[src/rtl/fwd_hazard_scoreboard_if.sv]
//------------------------------------------------------------------------------
// fwd_hazard_scoreboard_if
//
// Purpose : Groups the ID-stage decode fields, the pipeline control inputs and
//           the forwarding/stall outputs of fwd_hazard_scoreboard into a
//           single bundle.
//
// Signals :
//   freeze        global pipeline hold
//   flush         branch taken, instruction in ID is discarded
//   id_valid      ID holds a real instruction
//   id_src1/2     ID source register indices
//   id_uses_src2  src2 is really read by the ID instruction
//   id_wb_en      ID instruction writes a register
//   id_mem_read   ID instruction is a load
//   id_dest       ID destination register index
//   fwd_sel1/2    EXE operand mux selects (0 ID/EX, 1 MEM result, 2 WB data)
//   hazard_stall  hold PC and IF/ID, bubble into EXE
//   stall_count   saturating count of stall cycles
//
// Modports:
//   master  pipeline front end (drives the decode fields, consumes selects)
//   slave   the scoreboard itself
//------------------------------------------------------------------------------
interface fwd_hazard_scoreboard_if #(
    parameter int REG_ADDR_W = 5,
    parameter int CNT_W      = 16
);
    logic                  freeze;
    logic                  flush;
    logic                  id_valid;
    logic [REG_ADDR_W-1:0] id_src1;
    logic [REG_ADDR_W-1:0] id_src2;
    logic                  id_uses_src2;
    logic                  id_wb_en;
    logic                  id_mem_read;
    logic [REG_ADDR_W-1:0] id_dest;
    logic [1:0]            fwd_sel1;
    logic [1:0]            fwd_sel2;
    logic                  hazard_stall;
    logic [CNT_W-1:0]      stall_count;

    modport master (
        output freeze, flush, id_valid, id_src1, id_src2, id_uses_src2,
               id_wb_en, id_mem_read, id_dest,
        input  fwd_sel1, fwd_sel2, hazard_stall, stall_count
    );

    modport slave (
        input  freeze, flush, id_valid, id_src1, id_src2, id_uses_src2,
               id_wb_en, id_mem_read, id_dest,
        output fwd_sel1, fwd_sel2, hazard_stall, stall_count
    );
endinterface

[src/rtl/fwd_hazard_scoreboard.sv]
//------------------------------------------------------------------------------
// fwd_hazard_scoreboard
//
// Purpose : Tracks the register writers in flight in the EXE, MEM and WB
//           stages of the 5-stage pipeline. Produces the EXE operand mux
//           selects and the load-use stall that holds PC and IF/ID.
//
// Ports   :
//   clk   rising-edge clock
//   rst   asynchronous active-low reset, clears every slot and the counter
//   bus   fwd_hazard_scoreboard_if.slave (decode fields in, selects/stall out)
//
// Parameters:
//   REG_ADDR_W  register index width
//   CNT_W       width of the saturating stall counter
//
// Build option:
//   FORWARDING_EN  defined   -> MEM/WB forwarding, only load-use stalls
//                  undefined -> selects tied to 0, stall on any EXE or MEM
//                               writer of a source register
//------------------------------------------------------------------------------
module fwd_hazard_scoreboard #(
    parameter int REG_ADDR_W = 5,
    parameter int CNT_W      = 16
) (
    input  logic                          clk,
    input  logic                          rst,
    fwd_hazard_scoreboard_if.slave        bus
);

    // Writer information kept in every slot.
    typedef struct packed {
        logic                  valid;
        logic                  wb_en;
        logic                  mem_read;
        logic [REG_ADDR_W-1:0] dest;
    } writer_t;

    genvar gi;

    //--------------------------------------------------------------------------
    // Slot state
    //--------------------------------------------------------------------------
    writer_t               exe_wr_reg;
    writer_t               exe_wr_next;
    logic [REG_ADDR_W-1:0] exe_src1_reg;
    logic [REG_ADDR_W-1:0] exe_src1_next;
    logic [REG_ADDR_W-1:0] exe_src2_reg;
    logic [REG_ADDR_W-1:0] exe_src2_next;
    logic                  exe_uses_src2_reg;
    logic                  exe_uses_src2_next;
    writer_t               mem_reg;
    writer_t               wb_reg;
    logic [CNT_W-1:0]      stall_count_reg;
    logic [CNT_W-1:0]      stall_count_next;

    logic                  hazard_stall;

    // A slot produces register r. r0 is hard-wired zero, so it never matches.
    function automatic logic writes(input writer_t s,
                                    input logic [REG_ADDR_W-1:0] r);
        return s.valid && s.wb_en && (s.dest == r) && (r != '0);
    endfunction

    //--------------------------------------------------------------------------
    // Stall detection: combinational from the ID fields and the slot state.
    // Index 0 is source 1 (always read), index 1 is source 2 (read only when
    // id_uses_src2 is set).
    //--------------------------------------------------------------------------
    logic [1:0][REG_ADDR_W-1:0] id_src;
    logic [1:0]                 id_reads;
    logic [1:0]                 stall_hit;

    assign id_src   = {bus.id_src2, bus.id_src1};
    assign id_reads = {bus.id_uses_src2, 1'b1};

    generate
        for (gi = 0; gi < 2; gi++) begin : g_stall
`ifdef FORWARDING_EN
            // Only a load in EXE is too late to forward; anything else is
            // picked up from MEM or WB on the next cycle.
            assign stall_hit[gi] = id_reads[gi] && exe_wr_reg.mem_read &&
                                   writes(exe_wr_reg, id_src[gi]);
`else
            // Without forwarding the consumer waits until its producer has
            // reached WB; the write-first register file covers that stage.
            assign stall_hit[gi] = id_reads[gi] &&
                                   (writes(exe_wr_reg, id_src[gi]) ||
                                    writes(mem_reg,    id_src[gi]));
`endif
        end
    endgenerate

    assign hazard_stall = bus.id_valid && !bus.flush && (|stall_hit);

    //--------------------------------------------------------------------------
    // Forwarding selects: pure function of slot state, so there is no
    // combinational path from the ID inputs to the mux selects.
    //--------------------------------------------------------------------------
    logic [1:0][1:0] fwd_sel;

`ifdef FORWARDING_EN
    logic [1:0][REG_ADDR_W-1:0] exe_src;
    logic [1:0]                 exe_reads;
    logic                       unused_sink;

    assign exe_src   = {exe_src2_reg, exe_src1_reg};
    assign exe_reads = {exe_uses_src2_reg, 1'b1};

    generate
        for (gi = 0; gi < 2; gi++) begin : g_fwd
            // MEM holds the younger value, so it wins over WB.
            assign fwd_sel[gi] = !exe_reads[gi]                 ? 2'd0 :
                                 writes(mem_reg, exe_src[gi])   ? 2'd1 :
                                 writes(wb_reg,  exe_src[gi])   ? 2'd2 :
                                                                  2'd0;
        end
    endgenerate

    // The load flag has no consumer once the writer has reached WB.
    assign unused_sink = wb_reg.mem_read;
`else
    logic unused_sink;

    assign fwd_sel = '0;

    // Operand fields and the WB slot are tracked but only matter when
    // forwarding is built in.
    assign unused_sink = ^{exe_src1_reg, exe_src2_reg, exe_uses_src2_reg,
                           wb_reg};
`endif

    //--------------------------------------------------------------------------
    // Next-state logic
    //--------------------------------------------------------------------------
    // A stalled or flushed instruction is replaced by an all-zero bubble so
    // that it can never match as a writer further down the pipe.
    always_comb begin
        exe_wr_next        = '0;
        exe_src1_next      = '0;
        exe_src2_next      = '0;
        exe_uses_src2_next = 1'b0;
        if (bus.id_valid && !bus.flush && !hazard_stall) begin
            exe_wr_next.valid    = 1'b1;
            exe_wr_next.wb_en    = bus.id_wb_en;
            exe_wr_next.mem_read = bus.id_mem_read;
            exe_wr_next.dest     = bus.id_dest;
            exe_src1_next        = bus.id_src1;
            exe_src2_next        = bus.id_src2;
            exe_uses_src2_next   = bus.id_uses_src2;
        end
    end

    // Saturating counter: stops at all-ones instead of wrapping.
    always_comb begin
        stall_count_next = stall_count_reg;
        if (hazard_stall && (stall_count_reg != '1)) begin
            stall_count_next = stall_count_reg + CNT_W'(1);
        end
    end

    //--------------------------------------------------------------------------
    // State registers. freeze outranks flush and stall: nothing moves.
    //--------------------------------------------------------------------------
    always_ff @(posedge clk or negedge rst) begin
        if (!rst) begin
            exe_wr_reg        <= '0;
            exe_src1_reg      <= '0;
            exe_src2_reg      <= '0;
            exe_uses_src2_reg <= 1'b0;
            mem_reg           <= '0;
            wb_reg            <= '0;
            stall_count_reg   <= '0;
        end else if (!bus.freeze) begin
            wb_reg            <= mem_reg;
            mem_reg           <= exe_wr_reg;
            exe_wr_reg        <= exe_wr_next;
            exe_src1_reg      <= exe_src1_next;
            exe_src2_reg      <= exe_src2_next;
            exe_uses_src2_reg <= exe_uses_src2_next;
            stall_count_reg   <= stall_count_next;
        end
    end

    //--------------------------------------------------------------------------
    // Outputs
    //--------------------------------------------------------------------------
    assign bus.fwd_sel1     = fwd_sel[0];
    assign bus.fwd_sel2     = fwd_sel[1];
    assign bus.hazard_stall = hazard_stall;
    assign bus.stall_count  = stall_count_reg;

endmodule

[src/flat_wrapper.sv]
// flat-port wrapper written by rule: the top's interface ports become plain ports
module fwd_hazard_scoreboard_flat 
#(
    parameter int REG_ADDR_W = 5,
    parameter int CNT_W      = 16
)
  (clk, rst, bus_freeze, bus_flush, bus_id_valid, bus_id_src1, bus_id_src2, bus_id_uses_src2, bus_id_wb_en, bus_id_mem_read, bus_id_dest, bus_fwd_sel1, bus_fwd_sel2, bus_hazard_stall, bus_stall_count);
  fwd_hazard_scoreboard_if #(.REG_ADDR_W(REG_ADDR_W), .CNT_W(CNT_W)) bus_i ();
  input  logic clk;
  input  logic rst;
  input wire logic [$bits(bus_i.freeze)-1:0] bus_freeze;
  input wire logic [$bits(bus_i.flush)-1:0] bus_flush;
  input wire logic [$bits(bus_i.id_valid)-1:0] bus_id_valid;
  input wire logic [$bits(bus_i.id_src1)-1:0] bus_id_src1;
  input wire logic [$bits(bus_i.id_src2)-1:0] bus_id_src2;
  input wire logic [$bits(bus_i.id_uses_src2)-1:0] bus_id_uses_src2;
  input wire logic [$bits(bus_i.id_wb_en)-1:0] bus_id_wb_en;
  input wire logic [$bits(bus_i.id_mem_read)-1:0] bus_id_mem_read;
  input wire logic [$bits(bus_i.id_dest)-1:0] bus_id_dest;
  output wire logic [$bits(bus_i.fwd_sel1)-1:0] bus_fwd_sel1;
  output wire logic [$bits(bus_i.fwd_sel2)-1:0] bus_fwd_sel2;
  output wire logic [$bits(bus_i.hazard_stall)-1:0] bus_hazard_stall;
  output wire logic [$bits(bus_i.stall_count)-1:0] bus_stall_count;
  assign bus_i.freeze = bus_freeze;
  assign bus_i.flush = bus_flush;
  assign bus_i.id_valid = bus_id_valid;
  assign bus_i.id_src1 = bus_id_src1;
  assign bus_i.id_src2 = bus_id_src2;
  assign bus_i.id_uses_src2 = bus_id_uses_src2;
  assign bus_i.id_wb_en = bus_id_wb_en;
  assign bus_i.id_mem_read = bus_id_mem_read;
  assign bus_i.id_dest = bus_id_dest;
  assign bus_fwd_sel1 = bus_i.fwd_sel1;
  assign bus_fwd_sel2 = bus_i.fwd_sel2;
  assign bus_hazard_stall = bus_i.hazard_stall;
  assign bus_stall_count = bus_i.stall_count;
  fwd_hazard_scoreboard #(.REG_ADDR_W(REG_ADDR_W), .CNT_W(CNT_W)) u_core (.clk(clk), .rst(rst), .bus(bus_i));
endmodule
[config.mk]
export PLATFORM = sky130hd
export DESIGN_NAME = fwd_hazard_scoreboard_flat
export DESIGN_NICKNAME = d
export VERILOG_FILES = /design/src/rtl/fwd_hazard_scoreboard_if.sv /design/src/rtl/fwd_hazard_scoreboard.sv /design/src/flat_wrapper.sv
export SDC_FILE = /design/constraint.sdc
export NUM_CORES = 1
export LEC_CHECK = 0
export ABC_AREA = 1
export CAP_MARGIN = 20
export CORE_MARGIN = 2
export CORE_UTILIZATION = 35
export DETAILED_ROUTE_END_ITERATION = 7
export DONT_BUFFER_PORTS = 1
export SETUP_SLACK_MARGIN = 0.3
export SLEW_MARGIN = 20
export SYNTH_ARGS = -nofsm -noshare
export SYNTH_HDL_FRONTEND = slang
export SYNTH_SLANG_ARGS = --single-unit
[constraint.sdc]
create_clock -name clk -period 2.25 [get_ports clk]
set_input_delay 0.45 -clock clk [delete_from_list [all_inputs] [get_ports clk]]
set_output_delay 0.45 -clock clk [all_outputs]
set_load 0.03 [all_outputs]
==> flow_metrics.py, run 1 <==
metrics = {
    "critical_path": {
        "r2r_start": "u_core.exe_wr_reg[3]$_DFFE_PN0N_",
        "cp-startpoint": "u_core.exe_wr_reg[0]$_DFFE_PN0N_",
        "worst_setup_path_start_kind": "flop",
        "worstPathArrival_ps": 1510,
        "endpoint": "bus_hazard_stall",
        "worst-path-max-fanout": 4,
        "r2r-end": "u_core.bus.stall_count[5]$_DFFE_PN0P_",
        "worst_r2r_path_depth": 15,
        "critical_path_class": "reg2out",
        "worst_ep_required_time_ps": 1800,
        "critPathCaptureType": "primary output",
        "r2r_slack_ps": 410,
    },
    "timing": {
        "fin_crit_ps": 1960,
        "finalSetupViolCount": 0,
        "relSlewSlack_pct": 66.0,
        "setup_slack_ps": 294,
        "clock.fmax_mhz": 511,
        "setup_tns_ps": 0,
        "slew_viol_final": 0,
        "finalCritPeriodShare_pct": 86.9,
        "tightest_slew_ps": 510,
        "skew_ps": 4.46,
        "hold_viol": 0,
        "rsz0062_at_grt": "true",
    },
    "floorplanning": {
        "die_y_um": 79.7,
        "dieArea_um2": 6350,
        "io_pins": 44,
        "num_rows": 27,
        "core_area_um2": 5510,
        "start_util_pct": 36.4,
        "die_w_um": 79.7,
    },
    "synthesis": {
        "synth_top_family_by_area": "simple AND/OR/NAND/NOR gates",
        "yosys.area.top_type_share_pct": 37.4,
        "synthTopCellsByCount": "nand2_1, dfrtp_1, nor2_1",
        "avgSynthCellArea_um2": 6.89,
        "synth_area_um2": 2010,
        "synthSimpleGateAreaFrac_pct": 43.5,
        "synth_mux_area_share_pct": 0,
        "netlist_top_cells_area": "dfrtp_1, nand2_1, nor2_1",
        "yosysTopAreaCell": "dfrtp_1",
        "yosysWarnings": 0,
        "yosysSeqAreaShare_pct": 37.4,
        "async_flop_share_pct": 100,
        "synth-compound-area-share_pct": 3.12,
        "synth.most_common_cell": "nand2_1",
        "synth-xor-area-share_pct": 6.55,
        "synth-adder-area-share_pct": 0.624,
        "synth-edff-count": 0,
        "netlist-cell-type-count": 27,
        "synthCells": 291,
        "ys_seq_elements": 30,
        "synth_flop_cell": "dfrtp_1",
    },
    "routing": {
        "via_per_inst": 4.54,
        "drc": 0,
        "first_pass_iters": 4,
        "antenna_left": 0,
        "wire_per_inst_um": 11.8,
        "wirelength_mm": 4.54,
        "drtIter0Drc": 73,
        "routed-via-count": 1749,
    },
    "clock_tree": {
        "cts_root_buffer": "clkbuf_8",
        "cts-buffers-inserted": 5,
        "clk_latency_ps": 270,
        "cts.htree.levels": 2,
        "cts_tree": "done",
        "cts.clk_slew.worst_paths_ps": 70,
        "cts_max_path_buffers": 2,
        "clock-sinks": 30,
    },
    "grt": {
        "grt_pass1_vias": 1698,
        "grt_usage_pct": 15.1,
        "grt_overflow": 0,
        "grt_max_degree": 31,
        "grt_pass1_wl_mm": 7.47,
        "grt_antenna_before_repair": 0,
    },
    "run_status": {
        "status": "complete, no violations",
    },
    "placement": {
        "hpwl_mm": 3.27,
        "dp_slack_ps": 467,
        "gp_congestion": 0.866,
        "portBuffers": 0,
    },
    "flow_run": {
        "cap_violations": 0,
    },
    "finish": {
        "antennaDiodeCount": 0,
        "area_delta_synth_final_pct": 17.8,
        "layout.nets": 336,
        "drive_above_1_share_pct": 22.0,
        "largest_reg_flops": 16,
    },
    "pwr": {
        "ir_drop_mv": 0.364,
        "power_mw": 1.20,
        "power_density_nw_per_um2": 509,
        "leakagePower_nw": 1.20,
    },
    "worst_hold_path": {
        "hp-class": "in2reg",
    },
}
## worst min-delay path by stage
stage                 start                                    end  slack, ps  cells after the start
2_1_floorplan           rst  u_core.bus.stall_count[0]$_DFFE_PN0P_        150                      0
3_3_place_gp            rst  u_core.bus.stall_count[5]$_DFFE_PN0P_        150                      0
3_5_place_dp            rst  u_core.bus.stall_count[5]$_DFFE_PN0P_        150                      0
4_1_cts        bus_id_wb_en       u_core.exe_wr_reg[6]$_DFFE_PN0N_        270                      2
5_1_grt          bus_freeze          u_core.mem_reg[3]$_DFFE_PN0N_        270                      1
6_report       bus_id_wb_en       u_core.exe_wr_reg[6]$_DFFE_PN0N_        280                      2
## per-stage QoR
| step | cells | cell area (um2) | hold slack, ps | utilization, % |
|---|---|---|---|---|
| final | 385 | 2360 | 283 | 42.9 |
| after global routing | 385 | 2360 | 272 | 42.9 |
| after CTS | 379 | 2270 | 273 | 41.3 |
| after detailed placement | 364 | 2090 | 155 | 37.9 |
| after global placement | 364 | 2090 | 155 | 37.9 |
| after floorplan | 294 | 2020 | 154 | - |
## routing by layer
layer  wire length (um)  track usage, %
met5                  0               0
met4                 33            4.48
met3                231            4.07
met2               2210            26.5
met1               2070            17.9
## power breakdown
group | internal, mW | switching, mW | total (mW)
clock | 0.309 | 0.197 | 0.505
combinational | 0.0444 | 0.0782 | 0.123
sequential | 0.557 | 0.0167 | 0.574
total | 0.910 | 0.292 | 1.20
## cell families after synthesis
| family | count (synthesis) |
|---|---|
| adder cells (fa/ha/maj) | 1 |
| other | 1 |
| buffers and inverters | 38 |
| XOR/XNOR | 15 |
| flip-flops | 30 |
| AO/OA/AOI/OAI | 12 |
| AND/OR/NAND/NOR | 194 |
## layout by cell type (no fill, tap or decap), types with 8 or more instances in the layout
cell      Yosys  layout
buf_4         5      12
clkbuf_8      0       8
dfrtp_1      30      24
inv_1        22      16
inv_2         8      14
nand2_1     132     131
nand2_2      13      14
nand3_1       9       9
nor2_1       26      24
o21ai_0       9       9
xor2_1       10      10
## critical path, cell delays in order (launching register included)
cell and delay (ps):
dfrtp_2 440, xor2_1 180, nor2_2 100, nand3_1 70, nand2_1 80, nand2_2 70, a21boi_2 150, buf_6 150
## area by class of cell
type	count	area, um2
Fill cell	566	3140
Clock buffer	8	110
Multi-Input combinational cell	227	1120
Sequential cell	30	758
Timing Repair Buffer	17	171
Inverter	31	116
Tap cell	72	90.1
## timing repair
| action | 4_1_cts | 5_1_grt |
|---|---|---|
| setup buffers | 5 | 5 |
| cloned | 0 | 1 |
| hold buffers | 2 | 0 |
| pin swaps | 4 | 12 |
| resized for setup | 4 | 13 |
| endpoints found under the setup margin | 1 | 13 |
| hold endpoints to repair | 30 | 0 |
Note: power is estimated with default switching activity, not from simulation.
==> run 2: changes to the inputs <==
PLACE_DENSITY = 0.56   (was unset)
==> flow_metrics.py, run 2 (synthesis gave the netlist of run 1 again) <==
metrics = {
    "clock_tree": {
        "clk_latency_ps": 280,
        "cts.clk_slew.worst_paths_ps": 70,
        "cts_max_path_buffers": 2,
        "cts_tree": "done",
        "cts_root_buffer": "clkbuf_8",
        "cts.htree.levels": 2,
        "clock-sinks": 30,
        "cts-buffers-inserted": 5,
    },
    "critical_path": {
        "slowest_delay_ps": 430,
        "critPathCaptureType": "primary output",
        "worst_setup_path_start_kind": "flop",
        "cp_num_buf_inv": 1,
        "slowest_stage": "dfrtp_1",
        "path_delay_family": "flip-flops",
        "cp-startpoint": "u_core.exe_wr_reg[0]$_DFFE_PN0N_",
        "worstPathArrival_ps": 1550,
        "worst_ep_required_time_ps": 1800,
        "worst-path-max-fanout": 4,
        "worstPathCellList": "xor2_1 > nor2_1 > nand3_1 > nand2_1 > nand2_2 > a21boi_2 > buf_6",
        "r2r_slack_ps": 440,
        "r2r_start": "u_core.bus.stall_count[12]$_DFFE_PN0P_",
        "critical_path_class": "reg2out",
    },
    "grt": {
        "grt_pass1_wl_mm": 7.58,
        "grt_usage_pct": 15.3,
        "grt_overflow": 0,
        "grt_pass1_vias": 1593,
        "grt_antenna_before_repair": 0,
        "grt_max_degree": 31,
    },
    "floorplanning": {
        "dieArea_um2": 6350,
        "io_pins": 44,
        "die_w_um": 79.7,
        "start_util_pct": 36.4,
        "num_rows": 27,
        "core_area_um2": 5510,
        "die_y_um": 79.7,
    },
    "pwr": {
        "switchingPower_mw": 0.306,
        "power_density_nw_per_um2": 532,
        "p_seq_share_pct": 46.5,
        "ir_drop_mv": 0.351,
        "clockPowerShare_pct": 43.9,
        "comb_power_share_pct": 9.6,
        "p_int_mw": 0.925,
        "swShare_pct": 24.9,
        "power_mw": 1.23,
        "leakagePower_nw": 1.20,
    },
    "timing": {
        "rsz0062_at_grt": "true",
        "slew_viol_final": 0,
        "hold_viol": 0,
        "setup_tns_ps": 0,
        "fin_crit_ps": 2000,
        "setup_slack_ps": 250,
        "finalCritPeriodShare_pct": 88.9,
        "finalSetupViolCount": 0,
        "relSlewSlack_pct": 65.6,
        "tightest_slew_ps": 516,
        "clock.fmax_mhz": 500,
        "skew_ps": 4.07,
    },
    "routing": {
        "routed-via-count": 1754,
        "first_pass_iters": 4,
        "via_per_inst": 4.59,
        "drc": 0,
        "wirelength_mm": 4.47,
        "antenna_left": 0,
        "wire_per_inst_um": 11.7,
        "drtIter0Drc": 84,
    },
    "finish": {
        "final_cell_mix": "nand2_1, nor2_1, dfrtp_1, inv_1, nand2_2",
        "antennaDiodeCount": 0,
        "layout.nets": 333,
        "nFillCells": 589,
        "drive_above_1_share_pct": 19.0,
        "multiInputGateArea_um2": 1100,
        "ff_latch_area_um2": 756,
        "area_delta_synth_final_pct": 15.4,
        "final_cells": 382,
        "largest_reg_flops": 16,
        "mostFrequentLayoutCell": "nand2_1",
    },
    "worst_hold_path": {
        "holdCritStartpoint": "bus_freeze",
        "hp-class": "in2reg",
    },
    "flow_run": {
        "cap_violations": 0,
    },
    "placement": {
        "portBuffers": 0,
        "hpwl_mm": 3.37,
        "dp_slack_ps": 463,
        "gp_congestion": 0.798,
        "dp.cells": 365,
    },
    "run_status": {
        "status": "complete, no violations",
    },
}
## run 2: cell count changes in the layout (fill, tap and decap cells not counted), sizes merged
cell    change
clkinv      +2
nand4       -1
bufinv      +1
clkbuf      -3
buf         -2
## run 2: what timing repair did
item / CTS / global route
pin swaps: 5 / 12
hold buffers: 2 / 0
resized for setup: 2 / 8
hold endpoints to repair: 30 / 0
setup endpoints to repair: 1 / 6
setup buffers: 2 / 5
## run 2: stage by stage
step	hold WS, ps	instance area (um2)	util, %
floorplan	154	2020	-
CTS	260	2260	41.0
global route	262	2310	42.0
global placement	155	2100	38.1
detailed placement	155	2100	38.1
finish	267	2310	42.0
## run 2: layout make-up
class / count / share of cell area, %
inverters: 31 / 5.03
well taps: 72 / 3.89
repair buffers: 15 / 6.22
flip-flops and latches: 30 / 32.6
clock inverters: 3 / 1.73
multi-input cells: 226 / 47.5
clock buffers: 5 / 2.97
## run 2: layer usage
layer  global-route usage [%]  share of wire, %  vias to the layer above
li1                         -                 -                      914
met1                     20.5                47                      800
met2                     23.5                46                       33
met3                     4.30               6.1                        7
met4                     5.17               1.3                        0
met5                        0                 0                        -
## run 2: final timing paths
| path | endpoint | depth (start not counted) |
|---|---|---|
| min in group asynchronous | u_core.bus.stall_count[6]$_DFFE_PN0P_ | 2 |
| max in group asynchronous | u_core.bus.stall_count[5]$_DFFE_PN0P_ | 2 |
| setup reg to reg | u_core.bus.stall_count[0]$_DFFE_PN0P_ | 8 |
| setup / recovery | bus_hazard_stall | 7 |
| hold / removal | u_core.mem_reg[3]$_DFFE_PN0N_ | 1 |
| hold reg to reg | u_core.mem_reg[7]$_DFFE_PN0N_ | 2 |
## run 2: power by group through the flow
stage	Clock [mW]	Combinational [mW]	Sequential (mW)
2_1_floorplan	0	0.0839	0.581
3_3_place_gp	0	0.0934	0.583
3_5_place_dp	0	0.0948	0.583
4_1_cts	0.555	0.114	0.573
5_1_grt	0.578	0.136	0.575
6_report	0.540	0.118	0.573
